**src/rtl/tt_sweep_pkg.sv**
```systemverilog
`default_nettype none
// +------------------------------------------------------------------+
// | tt_sweep_pkg                                                     |
// | Shared types and constants for the truth-table sweep controller. |
// | Rev 1.0 - initial release                                        |
// +------------------------------------------------------------------+
package tt_sweep_pkg;

    typedef enum logic [2:0] {
        IDLE   = 3'd0,
        FIND   = 3'd1,
        DRIVE  = 3'd2,
        REPORT = 3'd3,
        FIN    = 3'd4
    } state_t;

    localparam int VEC_W = 4;
    localparam int TT_W  = 16;

    localparam logic [VEC_W-1:0] LAST3 = 4'd7;
    localparam logic [VEC_W-1:0] LAST4 = 4'd15;

    function automatic logic [VEC_W-1:0] last_vec(input logic is4);
        return is4 ? LAST4 : LAST3;
    endfunction

endpackage
`default_nettype wire

```
**src/rtl/tt_prio_find.sv**
```systemverilog
`default_nettype none
// +------------------------------------------------------------------+
// | tt_prio_find                                                     |
// | Lowest set bit of mask at or above start_idx (combinational).    |
// | Rev 1.0 - initial release                                        |
// +------------------------------------------------------------------+
module tt_prio_find #(
    parameter int N  = 8,
    parameter int IW = $clog2(N)
) (
    input  logic [N-1:0]  mask,
    input  logic [IW-1:0] start_idx,
    output logic          found,
    output logic [IW-1:0] index
);

    logic [N-1:0] w_qual;

    for (genvar gi = 0; gi < N; gi++) begin : g_qual
        assign w_qual[gi] = mask[gi] & (IW'(gi) >= start_idx);
    end

    // Scan downward so the lowest qualifying bit is the last one written.
    always_comb begin
        found = |w_qual;
        index = '0;
        for (int i = N - 1; i >= 0; i--) begin
            if (w_qual[i]) begin
                index = IW'(i);
            end
        end
    end

endmodule
`default_nettype wire

```
**src/rtl/tt_sweep_ctrl.sv**
```systemverilog
`default_nettype none
// +------------------------------------------------------------------+
// | tt_sweep_ctrl                                                    |
// | Exhaustive truth-table sweeper for small 3/4-input units on a    |
// | shared stimulus bus. Optional macro: GOLDEN_CHECK_EN.            |
// | Rev 1.0 - initial release                                        |
// +------------------------------------------------------------------+
module tt_sweep_ctrl
    import tt_sweep_pkg::*;
#(
    parameter int N_UNITS = 8,
    parameter int SETTLE  = 1
) (
    input  logic                       clk,
    input  logic                       rst_n,
    input  logic                       start,
    input  logic                       abort,
    input  logic [N_UNITS-1:0]         unit_mask,
    input  logic [N_UNITS-1:0]         unit_is4,
    input  logic                       y_in,
    output logic [$clog2(N_UNITS)-1:0] unit_sel,
    output logic [VEC_W-1:0]           vec,
    output logic                       vec_valid,
    output logic [TT_W-1:0]            tt_word,
    output logic [$clog2(N_UNITS)-1:0] tt_unit,
    output logic                       tt_valid,
    input  logic                       tt_ready,
`ifdef GOLDEN_CHECK_EN
    input  logic [TT_W-1:0]            golden,
    output logic                       mismatch,
    output logic [7:0]                 err_count,
`endif
    output logic                       busy,
    output logic                       done
);

    localparam int IW = $clog2(N_UNITS);
    localparam logic [IW-1:0] c_last_unit = IW'(N_UNITS - 1);
    localparam logic [3:0]    c_settle    = 4'(SETTLE);

    state_t r_state, w_next;

    logic [IW-1:0]    r_idx;
    logic [IW-1:0]    r_unit_sel;
    logic [VEC_W-1:0] r_vec;
    logic             r_vec_valid;
    logic [TT_W-1:0]  r_tt_word;
    logic [IW-1:0]    r_tt_unit;
    logic             r_tt_valid;
    logic             r_is4;
    logic [3:0]       r_settle;

    logic             w_found;
    logic [IW-1:0]    w_find_idx;
    logic             w_abort;
    logic             w_sample;
    logic             w_last;
    logic             w_handshake;

    tt_prio_find #(
        .N  (N_UNITS),
        .IW (IW)
    ) u_find (
        .mask      (unit_mask),
        .start_idx (r_idx),
        .found     (w_found),
        .index     (w_find_idx)
    );

    assign w_abort     = abort && (r_state != IDLE);
    assign w_sample    = (r_settle == c_settle);
    assign w_last      = (r_vec == last_vec(r_is4));
    assign w_handshake = (r_state == REPORT) && tt_ready;

    always_ff @(posedge clk or negedge rst_n) begin
        if (!rst_n) begin
            r_state <= IDLE;
        end else begin
            r_state <= w_next;
        end
    end

    always_comb begin
        w_next = r_state;
        case (r_state)
            IDLE:    if (start) w_next = FIND;
            FIND:    w_next = w_found ? DRIVE : FIN;
            DRIVE:   if (w_sample && w_last) w_next = REPORT;
            REPORT:  if (tt_ready) w_next = (r_unit_sel == c_last_unit) ? FIN : FIND;
            FIN:     w_next = IDLE;
            default: w_next = IDLE;
        endcase
        if (w_abort) begin
            w_next = IDLE;
        end
    end

    always_ff @(posedge clk or negedge rst_n) begin
        if (!rst_n) begin
            r_idx       <= '0;
            r_unit_sel  <= '0;
            r_vec       <= '0;
            r_vec_valid <= 1'b0;
            r_tt_word   <= '0;
            r_tt_unit   <= '0;
            r_tt_valid  <= 1'b0;
            r_is4       <= 1'b0;
            r_settle    <= '0;
        end else if (w_abort) begin
            r_vec_valid <= 1'b0;
            r_tt_valid  <= 1'b0;
        end else begin
            case (r_state)
                IDLE: begin
                    if (start) r_idx <= '0;
                end
                FIND: begin
                    if (w_found) begin
                        r_unit_sel  <= w_find_idx;
                        r_vec       <= '0;
                        r_tt_word   <= '0;
                        r_vec_valid <= 1'b1;
                        r_is4       <= unit_is4[w_find_idx];
                        r_settle    <= '0;
                    end
                end
                DRIVE: begin
                    if (w_sample) begin
                        r_tt_word[r_vec] <= y_in;
                        r_settle         <= '0;
                        // vec stays at the last vector; only FIND rewinds it
                        if (w_last) begin
                            r_vec_valid <= 1'b0;
                            r_tt_valid  <= 1'b1;
                            r_tt_unit   <= r_unit_sel;
                        end else begin
                            r_vec <= r_vec + 4'd1;
                        end
                    end else begin
                        r_settle <= r_settle + 4'd1;
                    end
                end
                REPORT: begin
                    if (tt_ready) begin
                        r_tt_valid <= 1'b0;
                        r_idx      <= r_unit_sel + IW'(1);
                    end
                end
                default: ;
            endcase
        end
    end

`ifdef GOLDEN_CHECK_EN
    logic [TT_W-1:0] w_tt_mask;
    logic [7:0]      r_err_count;

    assign w_tt_mask = r_is4 ? 16'hFFFF : 16'h00FF;
    assign mismatch  = r_tt_valid && (|((r_tt_word ^ golden) & w_tt_mask));
    assign err_count = r_err_count;

    // Each reported word is counted once, at its accepting handshake.
    always_ff @(posedge clk or negedge rst_n) begin
        if (!rst_n) begin
            r_err_count <= '0;
        end else if ((r_state == IDLE) && start) begin
            r_err_count <= '0;
        end else if (w_handshake && !w_abort && mismatch && (r_err_count != 8'hFF)) begin
            r_err_count <= r_err_count + 8'd1;
        end
    end
`endif

    assign unit_sel  = r_unit_sel;
    assign vec       = r_vec;
    assign vec_valid = r_vec_valid;
    assign tt_word   = r_tt_word;
    assign tt_unit   = r_tt_unit;
    assign tt_valid  = r_tt_valid;
    assign busy      = (r_state != IDLE);
    assign done      = (r_state == FIN);

endmodule
`default_nettype wire
```
**config.mk**
```make
export PLATFORM = sky130hd
export DESIGN_NAME = tt_sweep_ctrl
export DESIGN_NICKNAME = d
export VERILOG_FILES = /design/src/rtl/tt_sweep_pkg.sv /design/src/rtl/tt_prio_find.sv /design/src/rtl/tt_sweep_ctrl.sv
export SDC_FILE = /design/constraint.sdc
export NUM_CORES = 1
export LEC_CHECK = 0
export BUFFER_PORTS_ARGS = -buffer_cell sky130_fd_sc_hd__buf_2
export CAP_MARGIN = 20
export CORE_MARGIN = 2
export CORE_UTILIZATION = 56
export DETAILED_ROUTE_END_ITERATION = 10
export PLACE_DENSITY = 0.83
export RECOVER_POWER = 100
export SLEW_MARGIN = 20
export SYNTH_ARGS = -nofsm -noshare
export SYNTH_HDL_FRONTEND = slang
export SYNTH_SLANG_ARGS = --single-unit
```
**constraint.sdc**
```tcl
create_clock -name clk -period 3.2 [get_ports clk]
set_input_delay 0.64 -clock clk [delete_from_list [all_inputs] [get_ports clk]]
set_output_delay 0.64 -clock clk [all_outputs]
set_load 0.05 [all_outputs]
```
== Yosys cells after proc, flatten, opt, wreduce, memory -nomap -nowiden ==
Cells that the tools add are included.

* Bits in registers: 39
* Logic and storage cells: 113

* Add/sub/neg operators: 3
* Magnitude comparators: 11
* Equal/unequal tests: 18
* Muxes and demuxes: 43
* Bitwise gates (word level): 9
* Reduce and logical (&&, ||, !) cells: 19

{| class="wikitable"
|+ Operators by type and width
! operator !! count
|-
| two-way mux 3 bit || 16
|-
| two-way mux 16 bit || 2
|-
| case mux 16 bit (2 select lines) || 1
|-
| two-way mux 4 bit || 5
|-
| AND reduction 4 bit || 5
|-
| != test 3 bit (second input constant) || 6
|-
| bitwise mux 16 bit || 1
|-
| case mux 4 bit (2 select lines) || 2
|-
| greater-or-equal comparator 3 bit (first input constant) || 4
|-
| case mux 3 bit (4 select lines) || 1
|-
| two-way mux 1 bit || 10
|-
| != test 2 bit (second input constant) || 5
|-
| AND reduction 3 bit || 3
|-
| nonzero test 3 bit || 3
|-
| adder 4 x 1 -> 4 bit (second input constant) || 2
|-
| AND 1 bit || 8
|-
| OR reduction 8 bit || 1
|-
| == test 3 x 2 -> 1 bit (second input constant) || 2
|-
| == test 3 bit (second input constant) || 2
|-
| greater-or-equal comparator 1 x 3 -> 1 bit (first input constant) || 2
|-
| greater-or-equal comparator 2 x 3 -> 1 bit (first input constant) || 2
|-
| case mux 3 bit (2 select lines) || 1
|-
| less-than comparator 4 x 5 -> 1 bit (second input constant) || 1
|-
| AND reduction 5 bit || 1
|-
| 13 further kinds || 17
|}

== Depth between registers and ports, before layout ==
* Word-level depth: 12
* Gate-level depth with buffers: 9

== Hierarchy ==
From an unflattened synthesis, not the netlist that was laid out.

* Cells, all modules: 238
* Area, all modules: 2,280.9 um^2

{| class="wikitable"
|+ Modules (own cells, without submodules)
! module !! times used !! cells an instance !! area each (um^2) !! seq. area each (um^2)
|-
| tt_sweep_ctrl || 1 || 209 || 2,083.2 || 975.9
|-
| tt_prio_find || 1 || 29 || 197.7 || 0.0
|}

== Least setup slack after synthesis ==
OpenSTA, ideal clock, no wires.

* Kind: reg2reg
* Start: reg r_vec[0] (netlist: vec[0])
* End: reg r_tt_unit[0] (netlist: tt_unit[0])
* Library setup time: 125 ps
* Arrival time: 2,171 ps
* Slack: 904 ps
* Stages on the path, launching flop included: 6
* Path buffers: 0
* Period minus slack after synthesis: 2,296 ps
* Cells stage by stage: dfrtp_1 > ha_1 > nand2_1 > or3b_2 > nor2_1 > mux2_2

* Longest elaborated chain between the ends: 2

{| class="wikitable"
|+ RTL lines
! item !! RTL line !! text
|-
| start: declaration || tt_sweep_ctrl.sv:45 || <nowiki>logic [VEC_W-1:0] r_vec;</nowiki>
|-
| start signal: assignment || tt_sweep_ctrl.sv:137 || <nowiki>r_vec <= r_vec + 4'd1;</nowiki>
|-
| == test 4 bit || tt_sweep_ctrl.sv:72 || <nowiki>assign w_last = (r_vec == last_vec(r_is4));</nowiki>
|-
| AND reduction 4 bit (no source line) || - ||
|-
| end signal: assignment || tt_sweep_ctrl.sv:135 || <nowiki>r_tt_unit <= r_unit_sel;</nowiki>
|-
| end: declaration || tt_sweep_ctrl.sv:48 || <nowiki>logic [IW-1:0] r_tt_unit;</nowiki>
|}

No other way between the ends.
A chain may end at the register's enable or synchronous reset.

== Worst setup path in the final report ==
* Start: reg r_settle[1]
* End: reg r_tt_unit[2] (netlist: tt_unit[2])

* Longest elaborated chain between the ends: 2

{| class="wikitable"
|+ RTL lines
! item !! RTL line !! text
|-
| start: declaration || tt_sweep_ctrl.sv:51 || <nowiki>logic [3:0] r_settle;</nowiki>
|-
| start signal: assignment || tt_sweep_ctrl.sv:140 || <nowiki>r_settle <= r_settle + 4'd1;</nowiki>
|-
| == test 4 x 1 -> 1 bit || tt_sweep_ctrl.sv:71 || <nowiki>assign w_sample = (r_settle == c_settle);</nowiki>
|-
| AND reduction 4 bit (no source line) || - ||
|}

No other way between the ends.

==> impl_summary.txt <==
----------------------------------------------------
[Pwr]
  Switching share of power ... 45.6%
  Flop pwr share ... 33.3%
  Combinational share of power ... 44.9%
  Cell area power density ... 805 nW/um^2
  Leakage dissipation ... 1.21 nW
  Final Total Pwr ... 2.22 mW
  Maximum resistive drop on vdd ... 0.474 mV
  Internal power ... 1.21 mW
  P_sw ... 1.01 mW
  Clock share of power ... 21.8%

[Hold path]
  Hold Path End ... r_settle[3]$_DFFE_PN0P_
  Worst hold path depth ... 1
  Path type of the worst min-delay path ... register to register
  Startpoint of the worst hold path ... r_settle[3]$_DFFE_PN0P_

[Synth]
  Combined area of all synthesized cells ... 2440 sq um
  Share of flip-flops with an asynchronous set or reset after synthesis ... 100%
  Total nets after synthesis ... 307
  Flip-flop and latch count after synthesis ... 39
  Flip-flop cell with the highest count after synthesis ... sky130_fd_sc_hd__dfrtp_1
  Yosys Warn Count ... 0
  Portion of the post-synthesis area used by sequential elements ... 40.0%
  Average cell area after synthesis ... 8.81 sq um
  Post-synth EDFFs ... 0
  Number of instances in the synthesized netlist ... 277
  Number of library cell types mapped by synthesis ... 56

[Global route]
  Tot GR Track Use ... 24.0%
  Via count of the first global-routing pass ... 2236
  First-pass GRT wire length ... 9720 um
  Global-route congestion overflow total ... 0
  Number of antenna violations at the first check in global routing ... 0
  Pin count of the biggest net entering global routing ... 40

[Worst setup path]
  Worst Path Class, Setup ... register to register
  Reg2Reg Depth ... 7
  Setup crit start kind ... register
  CP Data Required Time ... 3.37 ns
  Worst Path Arrival ... 2.77 ns
  Flop2flop setup slack ... 0.59 ns
  Worst-path maximum fanout ... 16
  Launch point of the worst reg-to-reg path ... r_settle[1]$_DFFE_PN0P_
  Kind of capture point of the worst setup path ... register
  Capturing point of the worst reg2reg path ... tt_unit[2]$_DFFE_PN0P_

[Run status]
  Result of the run ... complete, but fails checks
  Violations in the final reports ... max-capacitance violations, max-slew violations

[CTS]
  Number of levels the H-tree was split into ... 2
  Clock slew at reported path FFs ... 0.08 ns
  CTS buffer count ... 5
  Post-CTS setup buffer count ... 0
  Clock insertion delay at the later pin of the skew report ... 0.29 ns
  Clock buffer depth ... 2
  Root buffer selected by CTS ... sky130_fd_sc_hd__clkbuf_8
  Hold_buf cts ... 0
  CTS tree ... built
  Clock sink count ... 39
  Number of gates given a new drive strength after cts ... 0

[Placement]
  Final RePlAce weighted congestion ... 0.853
  Number of buffers inserted by port buffering ... 51
  Setup slack after placement ... 0.869 ns
  Detailed placer's ending HPWL ... 4030 um

[Layout]
  FILL cells ... 388
  Layout area overhead ... 13.0%
  Nets@finish ... 352
  Number of inserted diodes ... 0
  Fraction of layout cells with a size suffix above 1 ... 12.1%

[Drt]
  First-pass iteration count of the detailed router ... 5
  Violation count after the first detailed-routing iteration ... 192
  Total vias in the final route ... 2259
  Average detailed-routed wire length per instance ... 14.7 um
  Total length of routed wires ... 5500 um
  DRC violation count after routing ... 0
  Ratio of routed vias to standard cells ... 6.02
  Remaining number of nets flagged by the antenna check after routing ... 0

[STA]
  Sum of negative setup slack ... 0 ns
  Max_slew headroom ... -34.9%
  Hold Worst Slack ... 0.495 ns
  Final setup viols ... 0
  Final Critical Period ... 2.61 ns
  Unrepaired setup endpoints after global routing ... false
  Post-route clock skew ... 0.0135 ns
  Number of pins with negative max-slew slack in the final report ... 40
  Worst setup slack after layout ... 0.595 ns
  Number of hold violations in the final report ... 0
  Measured slew at the worst slew-check pin ... 2.02 ns
  FMAX ... 384 MHz
  Fin crit share ... 81.4%

[Die]
  Core area ... 4260 sq um
  DIE HEIGHT ... 70.0 um
  Top Ports ... 52
  Number of rows created at floorplan ... 24
  Area of the die ... 4900 sq um
  Effective utilization at floorplan ... 57.2%
  Die width ... 70.0 um

[Job]
  Max-cap violation count ... 1

----------------------------------------------------
[synthesized netlist by cell type (all sizes together), types with 2 or more instances]
cell    instances  area [sq um]
mux2i           3          30.0
mux2            4          45.0
nor3            4          20.0
o21a            3          22.5
or3b            2          17.5
a31oi          11          68.8
nand3b          3          22.5
buf             6          43.8
o41ai           3          26.3
a32oi           2          17.5
a21o            4          30.0
nor2b           4          25.0
o21ai          53           277
inv            10          37.5
dfrtp          39           976
nor3b           3          32.5
o31ai           5          37.5
nor2           19          71.3
nand3          10          50.1
o22ai           2          12.5
nand4b          2          17.5
a21oi           6          33.8
a21boi          2          18.8
nand2b          7          51.3
ha              8           100
and2            3          18.8
or3             4          25.0
nand2          30           113
clkbuf          9          35.0
[layer usage]
layer,GRT usage (%),vias to the layer above,share of wire (%)
met5,0,-,0
met4,6.84,0,1.7
met3,4.91,11,6.3
met2,41.0,95,47
met1,31.0,1054,45
li1,-,1099,-
[area by class of cell]
class	instances	area [sq um]	share of cell area [%]
Clock buffer	6	72.6	2.63
Clock inverter	2	60.1	2.18
Inverter	10	37.5	1.36
Multi-Input combinational cell	213	1320	47.8
Sequential cell	39	976	35.4
Tap cell	52	65.1	2.36
Timing Repair Buffer	53	228	8.26
[power by group through the flow]
stage          sequential (mW)  combinational, mW  clock (mW)
6_report                 0.740              0.997       0.484
4_1_cts                  0.736               1.03       0.488
3_3_place_gp             0.740               1.00           0
2_1_floorplan            0.868              0.671           0
3_5_place_dp             0.742               1.03           0
5_1_grt                  0.757               1.10       0.510
[through the flow]
stage               instances  util (%)  area (sq um)
finish                    375      64.7          2760
floorplan                 277         -          2440
detailed placement        367      63.3          2700
global placement          367      63.3          2700
global route              375      64.7          2760
CTS                       375      66.4          2830
[cells by family after synthesis]
| family | share of synthesized area [%] |
|---|---|
| AO/OA/AOI/OAI | 26.0 |
| AND/OR/NAND/NOR | 21.7 |
| flip-flops | 40.0 |
| buffers and inverters | 4.77 |
| adder cells (fa/ha/maj) | 4.10 |
| multiplexers | 3.08 |
| XOR/XNOR | 0.359 |
[layout by cell type, fill, tap and decap left out, types with 4 or more instances in the layout]
master,count
sky130_fd_sc_hd__nor2_1,19
sky130_fd_sc_hd__clkbuf_1,33
sky130_fd_sc_hd__nand2b_1,7
sky130_fd_sc_hd__clkbuf_8,5
sky130_fd_sc_hd__a31oi_1,11
sky130_fd_sc_hd__buf_2,20
sky130_fd_sc_hd__nand2_1,30
sky130_fd_sc_hd__o21ai_0,52
sky130_fd_sc_hd__a21o_1,4
sky130_fd_sc_hd__a21oi_1,5
sky130_fd_sc_hd__nand3_1,10
sky130_fd_sc_hd__or3_1,4
sky130_fd_sc_hd__ha_1,8
sky130_fd_sc_hd__nor3_1,4
sky130_fd_sc_hd__nor2b_1,4
sky130_fd_sc_hd__inv_1,10
sky130_fd_sc_hd__o31ai_1,5
sky130_fd_sc_hd__dfrtp_1,39
[sequential cells by signal, indices dropped and copies added, names as in the netlist]
signal / count
tt_unit: 3
r_idx: 3
r_is4: 1
vec: 4
r_state: 3
tt_valid: 1
unit_sel: 3
tt_word: 16
vec_valid: 1
r_settle: 4
[critical path, cell delays in order (launching register included)]
cell                       delay [ns]
sky130_fd_sc_hd__dfrtp_1         0.42
sky130_fd_sc_hd__inv_1           0.07
sky130_fd_sc_hd__ha_1            0.13
sky130_fd_sc_hd__nor3b_1         0.18
sky130_fd_sc_hd__clkbuf_1        0.51
sky130_fd_sc_hd__or3b_2          0.56
sky130_fd_sc_hd__nor2_1          0.25
sky130_fd_sc_hd__mux2_2          0.37
[worst max-delay path by stage]
stage | slack, ns | end | depth (start not counted) | from
2_1_floorplan | 0.90 | tt_unit[0]$_DFFE_PN0P_ | 5 | vec[0]$_DFFE_PN0P_
3_3_place_gp | 0.94 | tt_word[9]$_DFFE_PN0P_ | 7 | unit_mask[5]
3_5_place_dp | 0.87 | tt_word[11]$_DFFE_PN0P_ | 8 | unit_mask[2]
4_1_cts | 0.96 | tt_unit[2]$_DFFE_PN0P_ | 7 | r_settle[1]$_DFFE_PN0P_
5_1_grt | 0.44 | tt_valid$_DFFE_PN0P_ | 8 | r_settle[1]$_DFFE_PN0P_
6_report | 0.59 | tt_unit[2]$_DFFE_PN0P_ | 7 | r_settle[1]$_DFFE_PN0P_
Power figures use the tool's default switching activity.
